--- config.mk ---
export PLATFORM = sky130hd
export DESIGN_NAME = ram_prog_loader
export DESIGN_NICKNAME = d
export VERILOG_FILES = /design/src/rtl/picorv32_pkg.sv /design/src/rtl/ram_prog_loader_uart_rx.sv /design/src/rtl/ram_prog_loader.sv
export SDC_FILE = /design/constraint.sdc
export NUM_CORES = 1
export LEC_CHECK = 0
export BUFFER_PORTS_ARGS = -buffer_cell sky130_fd_sc_hd__buf_2
export CORE_MARGIN = 2
export CORE_UTILIZATION = 45
export DETAILED_ROUTE_END_ITERATION = 8
export GPL_TIMING_DRIVEN = 0
export PLACE_DENSITY_LB_ADDON = 0.15
export SLEW_MARGIN = 5
export SYNTH_ARGS = -nofsm -noshare
export SYNTH_HDL_FRONTEND = slang
export SYNTH_SLANG_ARGS = --single-unit
export TNS_END_PERCENT = 20
--- constraint.sdc ---
create_clock -name clk_i -period 6.41 [get_ports clk_i]
set_input_delay 0.9615 -clock clk_i [delete_from_list [all_inputs] [get_ports clk_i]]
set_output_delay 0.9615 -clock clk_i [all_outputs]
set_load 0.1 [all_outputs]
--- src/rtl/picorv32_pkg.sv ---
`default_nettype none
// ============================================================================
//  Module      : picorv32_pkg
//  Description : Shared definitions for the serial program loader: the frame
//                sync byte, the loader state encoding and a helper that says
//                which states keep the SoC in reset.
//  Ports       : none (package)
//  Options     : PROG_CHECKSUM_EN (consumed by ram_prog_loader)
//  Revision    : 1.0 - initial release
// ============================================================================
package picorv32_pkg;

    localparam logic [7:0] PROG_SYNC_BYTE = 8'hA5;

    typedef enum logic [2:0] {
        PROG_IDLE  = 3'd0,
        PROG_LEN0  = 3'd1,
        PROG_LEN1  = 3'd2,
        PROG_DATA  = 3'd3,
        PROG_CSUM  = 3'd4,
        PROG_DONE  = 3'd5,
        PROG_ERROR = 3'd6
    } prog_state_e;

    // States in which a frame is being consumed or the image is known bad;
    // the CPU must stay in reset and the programming LED is lit.
    function automatic logic prog_holds_soc(input prog_state_e s);
        return (s == PROG_LEN0) || (s == PROG_LEN1) || (s == PROG_DATA) ||
               (s == PROG_CSUM) || (s == PROG_ERROR);
    endfunction

endpackage
`default_nettype wire

--- src/rtl/ram_prog_loader_uart_rx.sv ---
`default_nettype none
// ============================================================================
//  Module      : prog_uart_rx
//  Description : 8N1 UART receiver for the program loader. Synchronizes the
//                line, finds the falling start edge, samples each bit at its
//                middle and reports either a good byte or a framing error.
//  Ports       : clk_i       - system clock
//                rst_ni      - synchronous active-low reset
//                rx_i        - asynchronous serial line, idles high
//                rx_byte_o   - last received byte
//                rx_valid_o  - one-cycle pulse, byte good (stop bit = 1)
//                rx_ferr_o   - one-cycle pulse, stop bit sampled as 0
//  Revision    : 1.0 - initial release
// ============================================================================
module prog_uart_rx #(
    parameter int CLKS_PER_BIT = 868
) (
    input  logic       clk_i,
    input  logic       rst_ni,
    input  logic       rx_i,
    output logic [7:0] rx_byte_o,
    output logic       rx_valid_o,
    output logic       rx_ferr_o
);

    localparam int                 c_cnt_w   = $clog2(CLKS_PER_BIT);
    localparam logic [c_cnt_w-1:0] c_half_m1 = c_cnt_w'(CLKS_PER_BIT / 2 - 1);
    localparam logic [c_cnt_w-1:0] c_full_m1 = c_cnt_w'(CLKS_PER_BIT - 1);

    logic [1:0]         r_sync_q,  w_sync_d;
    logic               r_prev_q,  w_prev_d;
    logic               r_busy_q,  w_busy_d;
    logic [c_cnt_w-1:0] r_cnt_q,   w_cnt_d;
    logic [3:0]         r_bit_q,   w_bit_d;    // 0 start, 1..8 data, 9 stop
    logic [7:0]         r_shift_q, w_shift_d;
    logic [7:0]         r_byte_q,  w_byte_d;
    logic               r_valid_q, w_valid_d;
    logic               r_ferr_q,  w_ferr_d;
    logic               w_line;

    always_comb begin
        w_line    = r_sync_q[1];
        w_sync_d  = {r_sync_q[0], rx_i};
        w_prev_d  = w_line;
        w_busy_d  = r_busy_q;
        w_cnt_d   = r_cnt_q;
        w_bit_d   = r_bit_q;
        w_shift_d = r_shift_q;
        w_byte_d  = r_byte_q;
        w_valid_d = 1'b0;
        w_ferr_d  = 1'b0;

        if (!r_busy_q) begin
            if (r_prev_q && !w_line) begin
                w_busy_d = 1'b1;
                w_cnt_d  = c_half_m1;
                w_bit_d  = 4'd0;
            end
        end else if (r_cnt_q != '0) begin
            w_cnt_d = r_cnt_q - 1'b1;
        end else begin
            w_cnt_d = c_full_m1;
            if (r_bit_q == 4'd0) begin
                // A start bit that is high again at mid-bit was a glitch.
                if (w_line) begin
                    w_busy_d = 1'b0;
                end else begin
                    w_bit_d = 4'd1;
                end
            end else if (r_bit_q <= 4'd8) begin
                w_shift_d = {w_line, r_shift_q[7:1]};
                w_bit_d   = r_bit_q + 4'd1;
            end else begin
                w_busy_d = 1'b0;
                if (w_line) begin
                    w_valid_d = 1'b1;
                    w_byte_d  = r_shift_q;
                end else begin
                    w_ferr_d  = 1'b1;
                end
            end
        end
    end

    always_ff @(posedge clk_i) begin
        if (!rst_ni) begin
            r_sync_q  <= 2'b11;
            r_prev_q  <= 1'b1;
            r_busy_q  <= 1'b0;
            r_cnt_q   <= '0;
            r_bit_q   <= 4'd0;
            r_shift_q <= 8'h00;
            r_byte_q  <= 8'h00;
            r_valid_q <= 1'b0;
            r_ferr_q  <= 1'b0;
        end else begin
            r_sync_q  <= w_sync_d;
            r_prev_q  <= w_prev_d;
            r_busy_q  <= w_busy_d;
            r_cnt_q   <= w_cnt_d;
            r_bit_q   <= w_bit_d;
            r_shift_q <= w_shift_d;
            r_byte_q  <= w_byte_d;
            r_valid_q <= w_valid_d;
            r_ferr_q  <= w_ferr_d;
        end
    end

    assign rx_byte_o  = r_byte_q;
    assign rx_valid_o = r_valid_q;
    assign rx_ferr_o  = r_ferr_q;

endmodule
`default_nettype wire

--- src/rtl/ram_prog_loader.sv ---
`default_nettype none
// ============================================================================
//  Module      : ram_prog_loader
//  Description : Serial boot loader. Receives a framed program image
//                (A5, N[15:0] LSB first, N little-endian words, optional
//                checksum) and writes it into SRAM, holding the SoC in reset
//                while the frame is in progress or after a failed load.
//  Ports       : clk_i           - system clock
//                rst_ni          - board-level synchronous active-low reset
//                prog_rx_i       - asynchronous UART line (8N1, idles high)
//                mem_we_o        - one-cycle SRAM write strobe
//                mem_addr_o      - SRAM word address
//                mem_wdata_o     - SRAM write data
//                system_reset_o  - active-low SoC reset request
//                prog_mode_led_o - frame in progress or error
//                err_o           - sticky error flag
//  Options     : PROG_CHECKSUM_EN - adds the trailing modulo-256 checksum
//                byte over the data bytes and the CSUM state.
//  Revision    : 1.0 - initial release
// ============================================================================
module ram_prog_loader
    import picorv32_pkg::*;
#(
    parameter int CLKS_PER_BIT = 868,
    parameter int RAM_DEPTH    = 4096,
    parameter int ADDR_W       = $clog2(RAM_DEPTH)
) (
    input  logic              clk_i,
    input  logic              rst_ni,
    input  logic              prog_rx_i,
    output logic              mem_we_o,
    output logic [ADDR_W-1:0] mem_addr_o,
    output logic [31:0]       mem_wdata_o,
    output logic              system_reset_o,
    output logic              prog_mode_led_o,
    output logic              err_o
);

    localparam logic [16:0] c_depth = 17'(RAM_DEPTH);

    logic [7:0] w_rx_byte;
    logic       w_rx_valid;
    logic       w_rx_ferr;

    prog_uart_rx #(
        .CLKS_PER_BIT (CLKS_PER_BIT)
    ) u_rx (
        .clk_i      (clk_i),
        .rst_ni     (rst_ni),
        .rx_i       (prog_rx_i),
        .rx_byte_o  (w_rx_byte),
        .rx_valid_o (w_rx_valid),
        .rx_ferr_o  (w_rx_ferr)
    );

    prog_state_e       r_state_q,    w_state_d;
    logic [15:0]       r_len_q,      w_len_d;
    logic [15:0]       r_word_idx_q, w_word_idx_d;
    logic [1:0]        r_byte_idx_q, w_byte_idx_d;
    logic [23:0]       r_asm_q,      w_asm_d;     // first three bytes of a word
    logic              r_ovf_q,      w_ovf_d;     // a word fell beyond RAM_DEPTH
    logic              r_err_q,      w_err_d;
    logic              r_we_q,       w_we_d;
    logic [ADDR_W-1:0] r_addr_q,     w_addr_d;
    logic [31:0]       r_wdata_q,    w_wdata_d;
    logic              r_sysrst_q,   w_sysrst_d;
    logic              r_led_q,      w_led_d;
    logic [31:0]       w_word;
`ifdef PROG_CHECKSUM_EN
    logic [7:0]        r_sum_q,      w_sum_d;
`endif

    always_comb begin
        w_state_d    = r_state_q;
        w_len_d      = r_len_q;
        w_word_idx_d = r_word_idx_q;
        w_byte_idx_d = r_byte_idx_q;
        w_asm_d      = r_asm_q;
        w_ovf_d      = r_ovf_q;
        w_err_d      = r_err_q;
        w_we_d       = 1'b0;
        w_addr_d     = r_addr_q;
        w_wdata_d    = r_wdata_q;
`ifdef PROG_CHECKSUM_EN
        w_sum_d      = r_sum_q;
`endif
        // Words arrive LSB first, so each new byte lands on top.
        w_word       = {w_rx_byte, r_asm_q};

        case (r_state_q)
            PROG_IDLE, PROG_ERROR: begin
                if (w_rx_valid && (w_rx_byte == PROG_SYNC_BYTE)) begin
                    w_state_d    = PROG_LEN0;
                    w_err_d      = 1'b0;
                    w_ovf_d      = 1'b0;
                    w_word_idx_d = 16'd0;
                    w_byte_idx_d = 2'd0;
`ifdef PROG_CHECKSUM_EN
                    w_sum_d      = 8'h00;
`endif
                end
            end
            PROG_LEN0: begin
                if (w_rx_valid) begin
                    w_len_d[7:0] = w_rx_byte;
                    w_state_d    = PROG_LEN1;
                end
            end
            PROG_LEN1: begin
                if (w_rx_valid) begin
                    w_len_d[15:8] = w_rx_byte;
                    if ({w_rx_byte, r_len_q[7:0]} != 16'd0) begin
                        w_state_d = PROG_DATA;
                    end else begin
`ifdef PROG_CHECKSUM_EN
                        w_state_d = PROG_CSUM;
`else
                        w_state_d = PROG_DONE;
`endif
                    end
                end
            end
            PROG_DATA: begin
                if (w_rx_valid) begin
`ifdef PROG_CHECKSUM_EN
                    w_sum_d      = r_sum_q + w_rx_byte;
`endif
                    w_asm_d      = w_word[31:8];
                    w_byte_idx_d = r_byte_idx_q + 2'd1;
                    if (r_byte_idx_q == 2'd3) begin
                        // Out-of-range words are consumed but never written;
                        // the address stays at its last legal value.
                        if ({1'b0, r_word_idx_q} < c_depth) begin
                            w_we_d    = 1'b1;
                            w_addr_d  = r_word_idx_q[ADDR_W-1:0];
                            w_wdata_d = w_word;
                        end else begin
                            w_ovf_d = 1'b1;
                            w_err_d = 1'b1;
                        end
                        w_word_idx_d = r_word_idx_q + 16'd1;
                        if (w_word_idx_d == r_len_q) begin
`ifdef PROG_CHECKSUM_EN
                            w_state_d = PROG_CSUM;
`else
                            w_state_d = w_ovf_d ? PROG_ERROR : PROG_DONE;
`endif
                        end
                    end
                end
            end
`ifdef PROG_CHECKSUM_EN
            PROG_CSUM: begin
                if (w_rx_valid) begin
                    if ((w_rx_byte == r_sum_q) && !r_ovf_q) begin
                        w_state_d = PROG_DONE;
                    end else begin
                        w_state_d = PROG_ERROR;
                        w_err_d   = 1'b1;
                    end
                end
            end
`endif
            PROG_DONE: begin
                w_state_d = PROG_IDLE;
            end
            default: begin
                w_state_d = PROG_IDLE;
            end
        endcase

        // A broken byte anywhere inside a frame invalidates the image; in
        // IDLE it is just line noise.
        if (w_rx_ferr && (r_state_q != PROG_IDLE)) begin
            w_state_d = PROG_ERROR;
            w_err_d   = 1'b1;
            w_we_d    = 1'b0;
        end

        w_sysrst_d = !prog_holds_soc(w_state_d);
        w_led_d    = prog_holds_soc(w_state_d);
    end

    always_ff @(posedge clk_i) begin
        if (!rst_ni) begin
            r_state_q    <= PROG_IDLE;
            r_len_q      <= 16'd0;
            r_word_idx_q <= 16'd0;
            r_byte_idx_q <= 2'd0;
            r_asm_q      <= 24'd0;
            r_ovf_q      <= 1'b0;
            r_err_q      <= 1'b0;
            r_we_q       <= 1'b0;
            r_addr_q     <= '0;
            r_wdata_q    <= 32'd0;
            r_sysrst_q   <= 1'b1;
            r_led_q      <= 1'b0;
`ifdef PROG_CHECKSUM_EN
            r_sum_q      <= 8'h00;
`endif
        end else begin
            r_state_q    <= w_state_d;
            r_len_q      <= w_len_d;
            r_word_idx_q <= w_word_idx_d;
            r_byte_idx_q <= w_byte_idx_d;
            r_asm_q      <= w_asm_d;
            r_ovf_q      <= w_ovf_d;
            r_err_q      <= w_err_d;
            r_we_q       <= w_we_d;
            r_addr_q     <= w_addr_d;
            r_wdata_q    <= w_wdata_d;
            r_sysrst_q   <= w_sysrst_d;
            r_led_q      <= w_led_d;
`ifdef PROG_CHECKSUM_EN
            r_sum_q      <= w_sum_d;
`endif
        end
    end

    assign mem_we_o        = r_we_q;
    assign mem_addr_o      = r_addr_q;
    assign mem_wdata_o     = r_wdata_q;
    assign system_reset_o  = r_sysrst_q;
    assign prog_mode_led_o = r_led_q;
    assign err_o           = r_err_q;

endmodule
`default_nettype wire

==> flow_summary.toml <==
[place]
dpl.hpwl_mm = 11.69
globalplace.congestion = 0.9090
portBuffers = 50

[route]
wl_per_cell_um = 15.64
drtAntennaViolNets = 0
drc_errors = 0
vias_per_cell = 5.453
dr.first_iter.drc_count = 443
routed_wl_mm = 16.42
drt_pass1_iterations = 5
vias = 5726

[setup_path]
max_stage_delay_ps = 600
worstSetupPathType = "flop to flop"
cp-start-kind = "flop"
cp_data_required_time_ps = 6720
cp-end-kind = "flop"
crit_slowest_cell = "nor3_1"
worstPathArrival_ps = 3670
crit_family = "compound AO/OA/AOI/OAI gates"
path_buf_inv = 2
cp_max_fo = 9
cp_cell_sequence = "ha_1, clkbuf_1, inv_1, nor3_1, a21oi_1, a2111oi_0, o2111ai_1, o2bb2a_1, o31a_1"

[floorplan]
die_h_um = 121.8
die-area_um2 = 14840
die_w_um = 121.8
fp-row-count = 43
initial_core_util_pct = 45.54
pin_count = 51
fp.coreArea_um2 = 13720

[layout]
final_cell_mix = "209 x nand2_1, 146 x dfxtp_1, 113 x a21oi_1"
final_common_cell = "nand2_1"
syn2layout_area_growth_pct = 17.38
fin_nets = 866
diodes = 0
layout-drive-gt1-share_pct = 12.53

[yosys]
synth-simple-area-share_pct = 26.61
synth_top_family_by_area = "simple AND/OR/NAND/NOR gates"
synthAdderAreaFrac_pct = 1.001
synth_nets = 797
synthArstFlopShare_pct = 0
synth_mux_area_share_pct = 2.903
synth_top_flop_cell = "dfxtp_1"
synth.cell_area_um2 = 6248
synth_compound_area_share_pct = 15.50
syn_inst = 789
ys_ff_latch = 146
synth_cell_type_count = 62
synthXorXnorAreaFrac_pct = 2.903
synth-edff-count = 0
synth_area_per_cell_um2 = 7.920
ys_seq_area_share_pct = 46.78
yosysWarnings = 0

[timing]
max_freq_mhz = 297.8
setup_viol = 0
slew_headroom_pct = 37.48
worst_pin_slew_ps = 930.6
finalCritPeriodShare_pct = 52.39
fin_tns_setup_ps = 0
rsz0062_at_grt = "no"
fin_skew_ps = 6.349
finalHoldViolations = 0
whs_ps = 418.2
period_minus_slack_ps = 3358
drv_slew = 0

[cts]
clk_latency_ps = 420
cts_tree = "built"
cts_setup_buffers = 0
cts_hold_buf = 0
clockBufferDepth = 2
cts_root_buffer = "clkbuf_16"
ctsResizeCount = 0
clkSinkCount = 146
clkSlewWorstSetupHoldPaths_ps = 60
h-tree-depth = 4
cts_made_buffers = 17

[global_routing]
track_usage_pct = 22.95
grt-ovfl-total = 0
grt_pass1_vias = 5446
antenna_found_initial = 0
grt_max_degree = 17
grt_pass1_wl_mm = 26.62

[power]
total_leakage_power_nw = 2.772
powerDensity_nw_per_um2 = 274.9
irDropWorstVdd_mv = 0.1706

[run_status]
status = "finished clean"

[hold_path]
hold_class = "flop to flop"

[job]
maxCapViolCount = 0
per-stage QoR:
step	total power [mW]	cell area, um2	std cells	utilization (%)	setup WS [ps]
global route	2.077	7335	1050	53.46	2753
detailed placement	1.012	6724	1019	49.01	3061
floorplan	0.9921	6248	789	-	3849
finish	2.016	7335	1050	53.46	3052
CTS	2.028	7335	1050	53.46	3038
global placement	1.009	6724	1019	49.01	3080
cells in the mapped netlist (4+ instances only):
| master | instances | area share, % |
|---|---|---|
| nand2_1 | 209 | 13 |
| dfxtp_1 | 146 | 47 |
| a21oi_1 | 113 | 9.1 |
| nor2_1 | 51 | 3.1 |
| clkbuf_1 | 40 | 2.4 |
| o21ai_0 | 19 | 1.5 |
| mux2i_1 | 17 | 2.7 |
| nand3_1 | 16 | 1.3 |
| nor4_1 | 15 | 1.5 |
| buf_2 | 14 | 1.1 |
| nor3_1 | 14 | 1.1 |
| xnor2_1 | 11 | 1.5 |
| inv_1 | 10 | 0.60 |
| a31oi_1 | 8 | 0.80 |
| or3_1 | 8 | 0.80 |
| and4_1 | 7 | 0.98 |
| nand2b_1 | 7 | 0.70 |
| xor2_1 | 7 | 0.98 |
| ha_1 | 5 | 1.0 |
| nand4_1 | 5 | 0.50 |
| and3_1 | 4 | 0.40 |
| nor2b_1 | 4 | 0.40 |
| or4_1 | 4 | 0.48 |
worst paths after layout:
path | startpoint | to | slack (ps) | cells after the start
worst max-delay path | r_word_idx_q[1]$_SDFFE_PN0P_ | prog_mode_led_o$_SDFF_PN0_ | 3050 | 9
worst min-delay path | u_rx.r_sync_q[0]$_SDFF_PN1_ | u_rx.r_sync_q[1]$_SDFF_PN1_ | 420 | 1
worst max register to register | r_word_idx_q[1]$_SDFFE_PN0P_ | prog_mode_led_o$_SDFF_PN0_ | 3050 | 9
worst min register to register | u_rx.r_sync_q[0]$_SDFF_PN1_ | u_rx.r_sync_q[1]$_SDFF_PN1_ | 420 | 1
kinds of logic (layout without fill, tap and decap cells):
| group | after synthesis | count (layout) |
|---|---|---|
| compound gates | 171 | 171 |
| flops | 146 | 146 |
| simple gates | 364 | 364 |
| mux | 18 | 18 |
| fa+ha+maj | 5 | 5 |
| buf+inv | 66 | 147 |
| xor+xnor | 19 | 19 |
registers in the layout, indices dropped and copies added (netlist names), 2 cells and up:
register,cells
mem_wdata_o,32
r_asm_q,24
r_len_q,16
r_word_idx_q,16
mem_addr_o,12
u_rx.r_cnt_q,10
u_rx.r_shift_q,8
u_rx.rx_byte_o,8
u_rx.r_bit_q,4
r_state_q,3
r_byte_idx_q,2
u_rx.r_sync_q,2
worst reg2reg max path, stage by stage (launching register included):
cell,delay [ps]
dfxtp_1,470
ha_1,200
clkbuf_1,350
inv_1,150
nor3_1,600
a21oi_1,90
a2111oi_0,470
o2111ai_1,280
o2bb2a_1,400
o31a_1,250
cell type report:
cell class | instances | area, um2
tap | 180 | 225.2
clock inverter | 11 | 153.9
timing repair buffer | 50 | 250.2
clock buffer | 20 | 456.7
buffer | 56 | 231.5
fill | 1332 | 6385
sequential | 146 | 2923
inverter | 10 | 37.54
multi-input combinational | 577 | 3057
where the power goes:
group	leakage (nW)	switching [mW]	internal, mW
clock	0.293	0.389	0.634
sequential	1.18	0.00690	0.914
combinational	1.30	0.0471	0.0252
per-layer routing:
metal	vias up	global-route usage (%)	wire, um
met5	-	0	0
met4	0	8.836	280
met3	26	4.167	674
met2	152	37.95	7769
met1	2699	29.82	7692
li1	2849	-	-
(Power assumes the default switching activity.)
